**config.mk**
```make
export PLATFORM = sky130hd
export DESIGN_NAME = mcp3008_spi_responder
export DESIGN_NICKNAME = d
export VERILOG_FILES = /design/src/rtl/mcp3008_pkg.sv /design/src/rtl/mcp3008_spi_responder_pin_sync.sv /design/src/rtl/mcp3008_spi_responder.sv
export SDC_FILE = /design/constraint.sdc
export NUM_CORES = 1
export LEC_CHECK = 0
export ABC_CLOCK_PERIOD_IN_PS = 3290
export CORE_MARGIN = 3
export CORE_UTILIZATION = 48
export DETAILED_ROUTE_END_ITERATION = 10
export GPL_ROUTABILITY_DRIVEN = 0
export PLACE_DENSITY_LB_ADDON = 0.05
export SLEW_MARGIN = 15
export SYNTH_ARGS = -nofsm -noshare
export SYNTH_HDL_FRONTEND = slang
export SYNTH_SLANG_ARGS = --single-unit
```
**constraint.sdc**
```tcl
create_clock -name clk -period 3.29 [get_ports clk]
set_input_delay 0.329 -clock clk [delete_from_list [all_inputs] [get_ports clk]]
set_output_delay 0.329 -clock clk [all_outputs]
set_load 0.03 [all_outputs]
```
**src/rtl/mcp3008_pkg.sv**
```systemverilog
// rtl/mcp3008_pkg.sv - shared constants, FSM states and channel-value helper for the MCP3008 responder
package mcp3008_pkg;

    localparam int DATA_W   = 10;
    localparam int N_CH     = 8;
    localparam int CMD_BITS = 4;

    typedef enum logic [2:0] {
        IDLE,
        WAIT_START,
        CMD,
        SAMPLE,
        DATA,
        TAIL
    } state_e;

    // Single-ended returns CH(chan). Differential pairs CH(2p)/CH(2p+1) with
    // p = chan[2:1]; chan[0] picks which one is IN+, which is the same as
    // IN+ = CH(chan), IN- = CH(chan ^ 1). Negative differences read as 0.
    function automatic logic [DATA_W-1:0] chan_value(
        input logic [N_CH*DATA_W-1:0] ch,
        input logic                   sgl,
        input logic [2:0]             chan
    );
        logic [DATA_W-1:0] in_p;
        logic [DATA_W-1:0] in_n;
        logic [DATA_W:0]   diff;
        in_p = ch[int'(chan) * DATA_W +: DATA_W];
        in_n = ch[int'(chan ^ 3'b001) * DATA_W +: DATA_W];
        diff = {1'b0, in_p} - {1'b0, in_n};
        if (sgl) begin
            return in_p;
        end
        if (diff[DATA_W]) begin
            return '0;
        end
        return diff[DATA_W-1:0];
    endfunction

endpackage

```
**src/rtl/mcp3008_spi_responder_pin_sync.sv**
```systemverilog
// rtl/mcp3008_spi_responder_pin_sync.sv - SPI pin synchronizer with SCK edge detect
//
// Module spi_pin_sync
//   clk, rst_n          system clock, asynchronous active-low reset
//   spi_sck/cs/mosi     raw pins from the initiator
//   sck_rise, sck_fall  one-clk pulses on synchronized SCK edges
//   cs_level, mosi_level synchronized levels
// SYNC_STAGES = 0 bypasses the synchronizer (initiator on the same clk).
module spi_pin_sync #(
    parameter int SYNC_STAGES = 2
) (
    input  logic clk,
    input  logic rst_n,
    input  logic spi_sck,
    input  logic spi_cs,
    input  logic spi_mosi,
    output logic sck_rise,
    output logic sck_fall,
    output logic cs_level,
    output logic mosi_level
);

    // Bit order {cs, sck, mosi}. CS resets to 0 (looks active) so that a
    // transfer already in progress at reset release produces no falling edge
    // and is ignored until CS is cycled.
    logic [2:0] pins_s;
    logic       sck_q;

    generate
        if (SYNC_STAGES == 0) begin : g_bypass
            assign pins_s = {spi_cs, spi_sck, spi_mosi};
        end else begin : g_sync
            logic [2:0] stage_q [SYNC_STAGES];
            always_ff @(posedge clk or negedge rst_n) begin
                if (!rst_n) begin
                    for (int i = 0; i < SYNC_STAGES; i++) begin
                        stage_q[i] <= 3'b000;
                    end
                end else begin
                    stage_q[0] <= {spi_cs, spi_sck, spi_mosi};
                    for (int i = 1; i < SYNC_STAGES; i++) begin
                        stage_q[i] <= stage_q[i-1];
                    end
                end
            end
            assign pins_s = stage_q[SYNC_STAGES-1];
        end
    endgenerate

    always_ff @(posedge clk or negedge rst_n) begin
        if (!rst_n) begin
            sck_q <= 1'b0;
        end else begin
            sck_q <= pins_s[1];
        end
    end

    assign sck_rise   = pins_s[1] & ~sck_q;
    assign sck_fall   = ~pins_s[1] & sck_q;
    assign cs_level   = pins_s[2];
    assign mosi_level = pins_s[0];

endmodule

```
**src/rtl/mcp3008_spi_responder.sv**
```systemverilog
// rtl/mcp3008_spi_responder.sv - MCP3008 ADC emulator, SPI mode 0,0 responder
//
// Ports: clk, rst_n (async active-low); spi_sck/spi_cs/spi_mosi in,
// spi_miso/miso_oe out; ch_data = N_CH packed DATA_W-bit channel codes
// (CHn at [n*DATA_W +: DATA_W]); cmd_valid/cmd_single/cmd_chan report the
// decoded command; xfer_done/xfer_abort pulse on CS deassert.
// Optional macro MCP3008_LSB_TRAIL_EN: after B0, repeat B1..B9 LSB-first.
module mcp3008_spi_responder
    import mcp3008_pkg::*;
#(
    parameter int DATA_W      = mcp3008_pkg::DATA_W,
    parameter int N_CH        = mcp3008_pkg::N_CH,
    parameter int SYNC_STAGES = 2
) (
    input  logic                   clk,
    input  logic                   rst_n,
    input  logic                   spi_sck,
    input  logic                   spi_cs,
    input  logic                   spi_mosi,
    output logic                   spi_miso,
    output logic                   miso_oe,
    input  logic [N_CH*DATA_W-1:0] ch_data,
    output logic                   cmd_valid,
    output logic                   cmd_single,
    output logic [2:0]             cmd_chan,
    output logic                   xfer_done,
    output logic                   xfer_abort
);

    localparam int CW = $clog2(DATA_W + 1);

    logic sck_rise, sck_fall, cs_level, mosi_level;
    logic cs_q, cs_rise, cs_fall;

    state_e            state_q, state_d;
    logic [CW-1:0]     cnt_q, cnt_d;
    logic [2:0]        cmd_sr_q, cmd_sr_d;
    logic [DATA_W-1:0] value_q, value_d;
    logic              b0_sent_q, b0_sent_d;
    logic [3:0]        full_cmd;

    logic miso_d, oe_d, valid_d, single_d, done_d, abort_d;
    logic [2:0] chan_d;

    spi_pin_sync #(.SYNC_STAGES(SYNC_STAGES)) u_pin_sync (
        .clk        (clk),
        .rst_n      (rst_n),
        .spi_sck    (spi_sck),
        .spi_cs     (spi_cs),
        .spi_mosi   (spi_mosi),
        .sck_rise   (sck_rise),
        .sck_fall   (sck_fall),
        .cs_level   (cs_level),
        .mosi_level (mosi_level)
    );

    assign cs_rise  = cs_level & ~cs_q;
    assign cs_fall  = ~cs_level & cs_q;
    assign full_cmd = {cmd_sr_q, mosi_level};

    always_ff @(posedge clk or negedge rst_n) begin
        if (!rst_n) begin
            cs_q       <= 1'b0;
            state_q    <= IDLE;
            cnt_q      <= '0;
            cmd_sr_q   <= '0;
            value_q    <= '0;
            b0_sent_q  <= 1'b0;
            spi_miso   <= 1'b0;
            miso_oe    <= 1'b0;
            cmd_valid  <= 1'b0;
            cmd_single <= 1'b0;
            cmd_chan   <= '0;
            xfer_done  <= 1'b0;
            xfer_abort <= 1'b0;
        end else begin
            cs_q       <= cs_level;
            state_q    <= state_d;
            cnt_q      <= cnt_d;
            cmd_sr_q   <= cmd_sr_d;
            value_q    <= value_d;
            b0_sent_q  <= b0_sent_d;
            spi_miso   <= miso_d;
            miso_oe    <= oe_d;
            cmd_valid  <= valid_d;
            cmd_single <= single_d;
            cmd_chan   <= chan_d;
            xfer_done  <= done_d;
            xfer_abort <= abort_d;
        end
    end

    always_comb begin
        state_d   = state_q;
        cnt_d     = cnt_q;
        cmd_sr_d  = cmd_sr_q;
        value_d   = value_q;
        b0_sent_d = b0_sent_q;
        miso_d    = spi_miso;
        oe_d      = miso_oe;
        valid_d   = 1'b0;
        single_d  = cmd_single;
        chan_d    = cmd_chan;
        done_d    = 1'b0;
        abort_d   = 1'b0;

        // CS deassert takes priority over any SCK edge seen in the same clk.
        if (cs_rise) begin
            if (state_q != IDLE) begin
                state_d = IDLE;
                oe_d    = 1'b0;
                miso_d  = 1'b0;
                done_d  = b0_sent_q;
                abort_d = !b0_sent_q && (state_q != WAIT_START);
            end
        end else begin
            case (state_q)
                IDLE: begin
                    oe_d   = 1'b0;
                    miso_d = 1'b0;
                    if (cs_fall) begin
                        state_d   = WAIT_START;
                        b0_sent_d = 1'b0;
                    end
                end
                WAIT_START: begin
                    if (sck_rise && mosi_level) begin
                        state_d = CMD;
                        cnt_d   = '0;
                    end
                end
                CMD: begin
                    if (sck_rise) begin
                        cmd_sr_d = full_cmd[2:0];
                        cnt_d    = cnt_q + 1'b1;
                        if (cnt_q == CW'(CMD_BITS - 1)) begin
                            valid_d  = 1'b1;
                            single_d = full_cmd[3];
                            chan_d   = full_cmd[2:0];
                            value_d  = chan_value(ch_data, full_cmd[3], full_cmd[2:0]);
                            state_d  = SAMPLE;
                            cnt_d    = '0;
                        end
                    end
                end
                SAMPLE: begin
                    // The fall right after the capture edge stays high-Z; the
                    // null bit goes out on the fall following the next rise.
                    if (sck_rise) begin
                        cnt_d = CW'(1);
                    end else if (sck_fall && cnt_q == CW'(1)) begin
                        oe_d    = 1'b1;
                        miso_d  = 1'b0;
                        cnt_d   = CW'(DATA_W - 1);
                        state_d = DATA;
                    end
                end
                DATA: begin
                    if (sck_fall) begin
                        miso_d = value_q[cnt_q];
                        if (cnt_q == '0) begin
                            b0_sent_d = 1'b1;
                            state_d   = TAIL;
                            cnt_d     = CW'(1);
                        end else begin
                            cnt_d = cnt_q - 1'b1;
                        end
                    end
                end
                TAIL: begin
                    if (sck_fall) begin
`ifdef MCP3008_LSB_TRAIL_EN
                        if (cnt_q < CW'(DATA_W)) begin
                            miso_d = value_q[cnt_q];
                            cnt_d  = cnt_q + 1'b1;
                        end else begin
                            miso_d = 1'b0;
                        end
`else
                        miso_d = 1'b0;
`endif
                    end
                end
                default: begin
                    state_d = IDLE;
                end
            endcase
        end
    end

endmodule

```
==> impl_metrics.json <==
{
  "core_area_sq_um": 6420,
  "drive_gt1_share_pct": 18.4,
  "grt.overflow.total": 0,
  "startpoint_class_of_the_critical_path": "register",
  "crit_family": "compound AO/OA/AOI/OAI gates",
  "critPathMaxFanout": 6,
  "die_x_microns": 87.7,
  "grt_setup_unrepaired": "false",
  "tritoncts.num_buffers": 5,
  "grtUsageTotal_pct": 21.3,
  "critical_path_rt_ns": 3.49,
  "worst_hold_path_type": "primary input to asynchronous set/reset pin",
  "critical_path.reg2reg.startpoint": "cmd_sr_q[0]",
  "finalSetupViolations": 0,
  "cp_slowest_cell": "sky130_fd_sc_hd__mux4_2",
  "groute.layer.met3.usage_pct": 5.27,
  "synth_area_per_cell_sq_um": 10.5,
  "syn-num-nets": 407,
  "synth_seq_area_share_pct": 29.7,
  "tritoncts_num_sinks": 38,
  "multi_input_comb_area_sq_um": 2110,
  "number_of_pins_with_negative_max_slew_slack_in_the_final_report": 0,
  "ios": 94,
  "finalHoldViolations": 0,
  "most_frequent_standard_cell_in_the_layout_excluding_fill_and_tap_cells": "sky130_fd_sc_hd__clkdlybuf4s50_1",
  "yosysWarningCount": 0,
  "grt_antenna_before_repair": 0,
  "worstSetupPathDepth": 11,
  "synth.ff_latch_count": 38,
  "syn-cell-area_sq_um": 3210,
  "largest_net_degree_at_the_start_of_global_routing": 39,
  "power_leakage_nw": 1.77,
  "cp_common_cell": "sky130_fd_sc_hd__buf_4",
  "cap_violations": 0,
  "launching_element_of_the_worst_setup_path": "cmd_sr_q[0]",
  "postRouteAntennaNets": 0,
  "cts.reportedPaths.clkPinSlew_ns": 0.08,
  "reg2regPathDepth": 11,
  "critical_path.endpoint": "value_q[0]",
  "hold_buffers": 0,
  "fmax_ghz": 0.322,
  "cp_slowest_stage_delay_ns": 0.53,
  "setup.worst_path.class": "register to register",
  "totalWireLength_microns": 8000,
  "hpwl_microns": 6460,
  "clock_latency_reported_for_the_late_side_of_the_worst_skew_pair_ns": 0.28,
  "cp-end-kind": "register",
  "nNetsFinal": 498,
  "period_needed_ns": 3.10,
  "max_slew_margin_pct": 43.4,
  "power-per-cell-area_nw_per_um2": 871,
  "grt_most_used_layer": "met2",
  "commonest_register_cell_after_synthesis": "sky130_fd_sc_hd__dfrtp_1",
  "detail_route.vias_per_cell": 5.98,
  "syn_inst": 305,
  "worst-endpoint-arrival_ns": 3.31,
  "fill_cells": 519,
  "layout.cells.most_common_list": "sky130_fd_sc_hd__clkdlybuf4s50_1, sky130_fd_sc_hd__dfrtp_1, sky130_fd_sc_hd__mux4_2",
  "detail_route.iter0.violations": 166,
  "grt.met2_usage_pct": 35.2,
  "grt_first_pass_wirelength_microns": 13100,
  "rows": 29,
  "cts_max_path_buffers": 2,
  "synth_enable_flop_cells": 0,
  "die_y_microns": 87.7,
  "run_status": "complete, no violations",
  "antenna-diode-count": 0,
  "skew_ns": 0.00785,
  "fin_crit_share_pct": 94.3,
  "first_global_vias": 2844,
  "finalPower_mw": 3.81,
  "clk_root_buffer_cell": "sky130_fd_sc_hd__clkbuf_8",
  "timing.critical_path.buf_inv": 3,
  "irDropWorstVdd_mv": 0.330,
  "post_synth_num_cell_types": 62,
  "num_vias": 2835,
  "r2r_setup_slack_ns": 0.19,
  "port-buffer-count": 93,
  "worstMarginPinSlew_ns": 0.849,
  "design.die.area_sq_um": 7690,
  "ff_latch_area_sq_um": 953,
  "cts_setup_buffers": 0,
  "ctsHtreeMaxLevel": 2,
  "area_delta_synth_final_pct": 36.7,
  "drtPass1Iterations": 4,
  "postSynth.asyncResetShare_pct": 100,
  "avgRoutedWirePerCell_microns": 16.9,
  "critical_path.cell_chain": "buf_4 > mux4_2 > mux2i_2 > inv_1 > fa_1 > nor2b_2 > o2111ai_2 > a2111oi_4 > buf_4 > o21bai_1 > a31oi_1",
  "drc": 0,
  "tritoncts": "done",
  "floorplan.initialDensity_pct": 49.9,
  "grt_util_met1_pct": 28.5,
  "fin_util_pct": 68.2,
  "regToRegEndpoint": "value_q[0]"
}
-- Yosys cell counts (10+ instances only) --
| library cell | instances | area, sq um |
|---|---|---|
| sky130_fd_sc_hd__a21oi_1 | 12 | 60.1 |
| sky130_fd_sc_hd__clkbuf_1 | 11 | 41.3 |
| sky130_fd_sc_hd__dfrtp_1 | 38 | 951 |
| sky130_fd_sc_hd__ha_1 | 16 | 200 |
| sky130_fd_sc_hd__inv_1 | 14 | 52.6 |
| sky130_fd_sc_hd__mux2_2 | 17 | 191 |
| sky130_fd_sc_hd__mux2i_1 | 14 | 140 |
| sky130_fd_sc_hd__mux4_2 | 21 | 473 |
| sky130_fd_sc_hd__nand2_1 | 10 | 37.5 |
| sky130_fd_sc_hd__nor2_1 | 16 | 60.1 |
| sky130_fd_sc_hd__o21ai_0 | 11 | 55.1 |
-- through the flow --
| stage | setup slack, ns | instances | cell area (sq um) | hold slack (ns) | TNS (ns) |
|---|---|---|---|---|---|
| after floorplan | 0.264 | 305 | 3210 | 0.0334 | 0 |
| after global placement | -0.0536 | 466 | 4230 | 0.339 | -0.136 |
| after detailed placement | -0.0972 | 466 | 4230 | 0.341 | -0.269 |
| after CTS | 0.0111 | 474 | 4360 | 0.166 | 0 |
| after global routing | 0.00207 | 474 | 4380 | 0.197 | 0 |
| final | 0.187 | 474 | 4380 | 0.144 | 0 |
-- power by group --
part	internal (mW)	switching [mW]	leakage (nW)
Sequential	0.582	0.170	0.489
Combinational	1.32	1.27	1.22
Clock	0.304	0.169	0.0683
Total	2.21	1.61	1.77
-- state kept, by name (all words and copies together), names as in the netlist --
| name | cells |
|---|---|
| b0_sent_q | 1 |
| cmd_chan | 3 |
| cmd_single | 1 |
| cmd_sr_q | 3 |
| cmd_valid | 1 |
| cnt_q | 4 |
| cs_q | 1 |
| miso_oe | 1 |
| spi_miso | 1 |
| state_q | 3 |
| u_pin_sync.g_sync.stage_q | 3 |
| u_pin_sync.pins_s | 3 |
| u_pin_sync.sck_q | 1 |
| value_q | 10 |
| xfer_abort | 1 |
| xfer_done | 1 |
-- area by class of cell --
type	count	share of cell area [%]
Multi-Input combinational cell	231	48.2
Tap cell	77	2.20
Clock buffer	5	1.57
Timing Repair Buffer	104	23.3
Sequential cell	38	21.8
Clock inverter	3	1.57
Inverter	16	1.37
-- cells by family (layout without fill, tap and decap cells) --
group | Yosys count | after routing | share of synthesized area (%)
compound gates | 83 | 83 | 18.7
simple gates | 70 | 70 | 12.1
mux | 54 | 54 | 25.8
flops | 38 | 38 | 29.7
buf+inv | 36 | 128 | 4.92
fa+ha+maj | 17 | 17 | 6.87
xor+xnor | 7 | 7 | 1.91
-- how the worst min path moves through the flow --
| stage | from | end |
|---|---|---|
| after floorplan | rst_n | b0_sent_q |
| after global placement | u_pin_sync.g_sync.stage_q[5] | u_pin_sync.pins_s[2] |
| after detailed placement | u_pin_sync.g_sync.stage_q[5] | u_pin_sync.pins_s[2] |
| after CTS | rst_n | state_q[0] |
| after global routing | rst_n | xfer_abort |
| final | rst_n | xfer_abort |
-- per-layer routing --
metal  routed length [microns]  vias up
met1                      3570     1385
met2                      3840       92
met4                        31        0
met3                       563        2
met5                         0        -
li1                          -     1356
-- timing repair --
action / 4_1_cts / 5_1_grt
setup endpoints to repair: 0 / 10
endpoints found under the hold margin: 0 / 0
gates resized for setup: 0 / 6
Note: power is estimated with default switching activity, not from simulation.
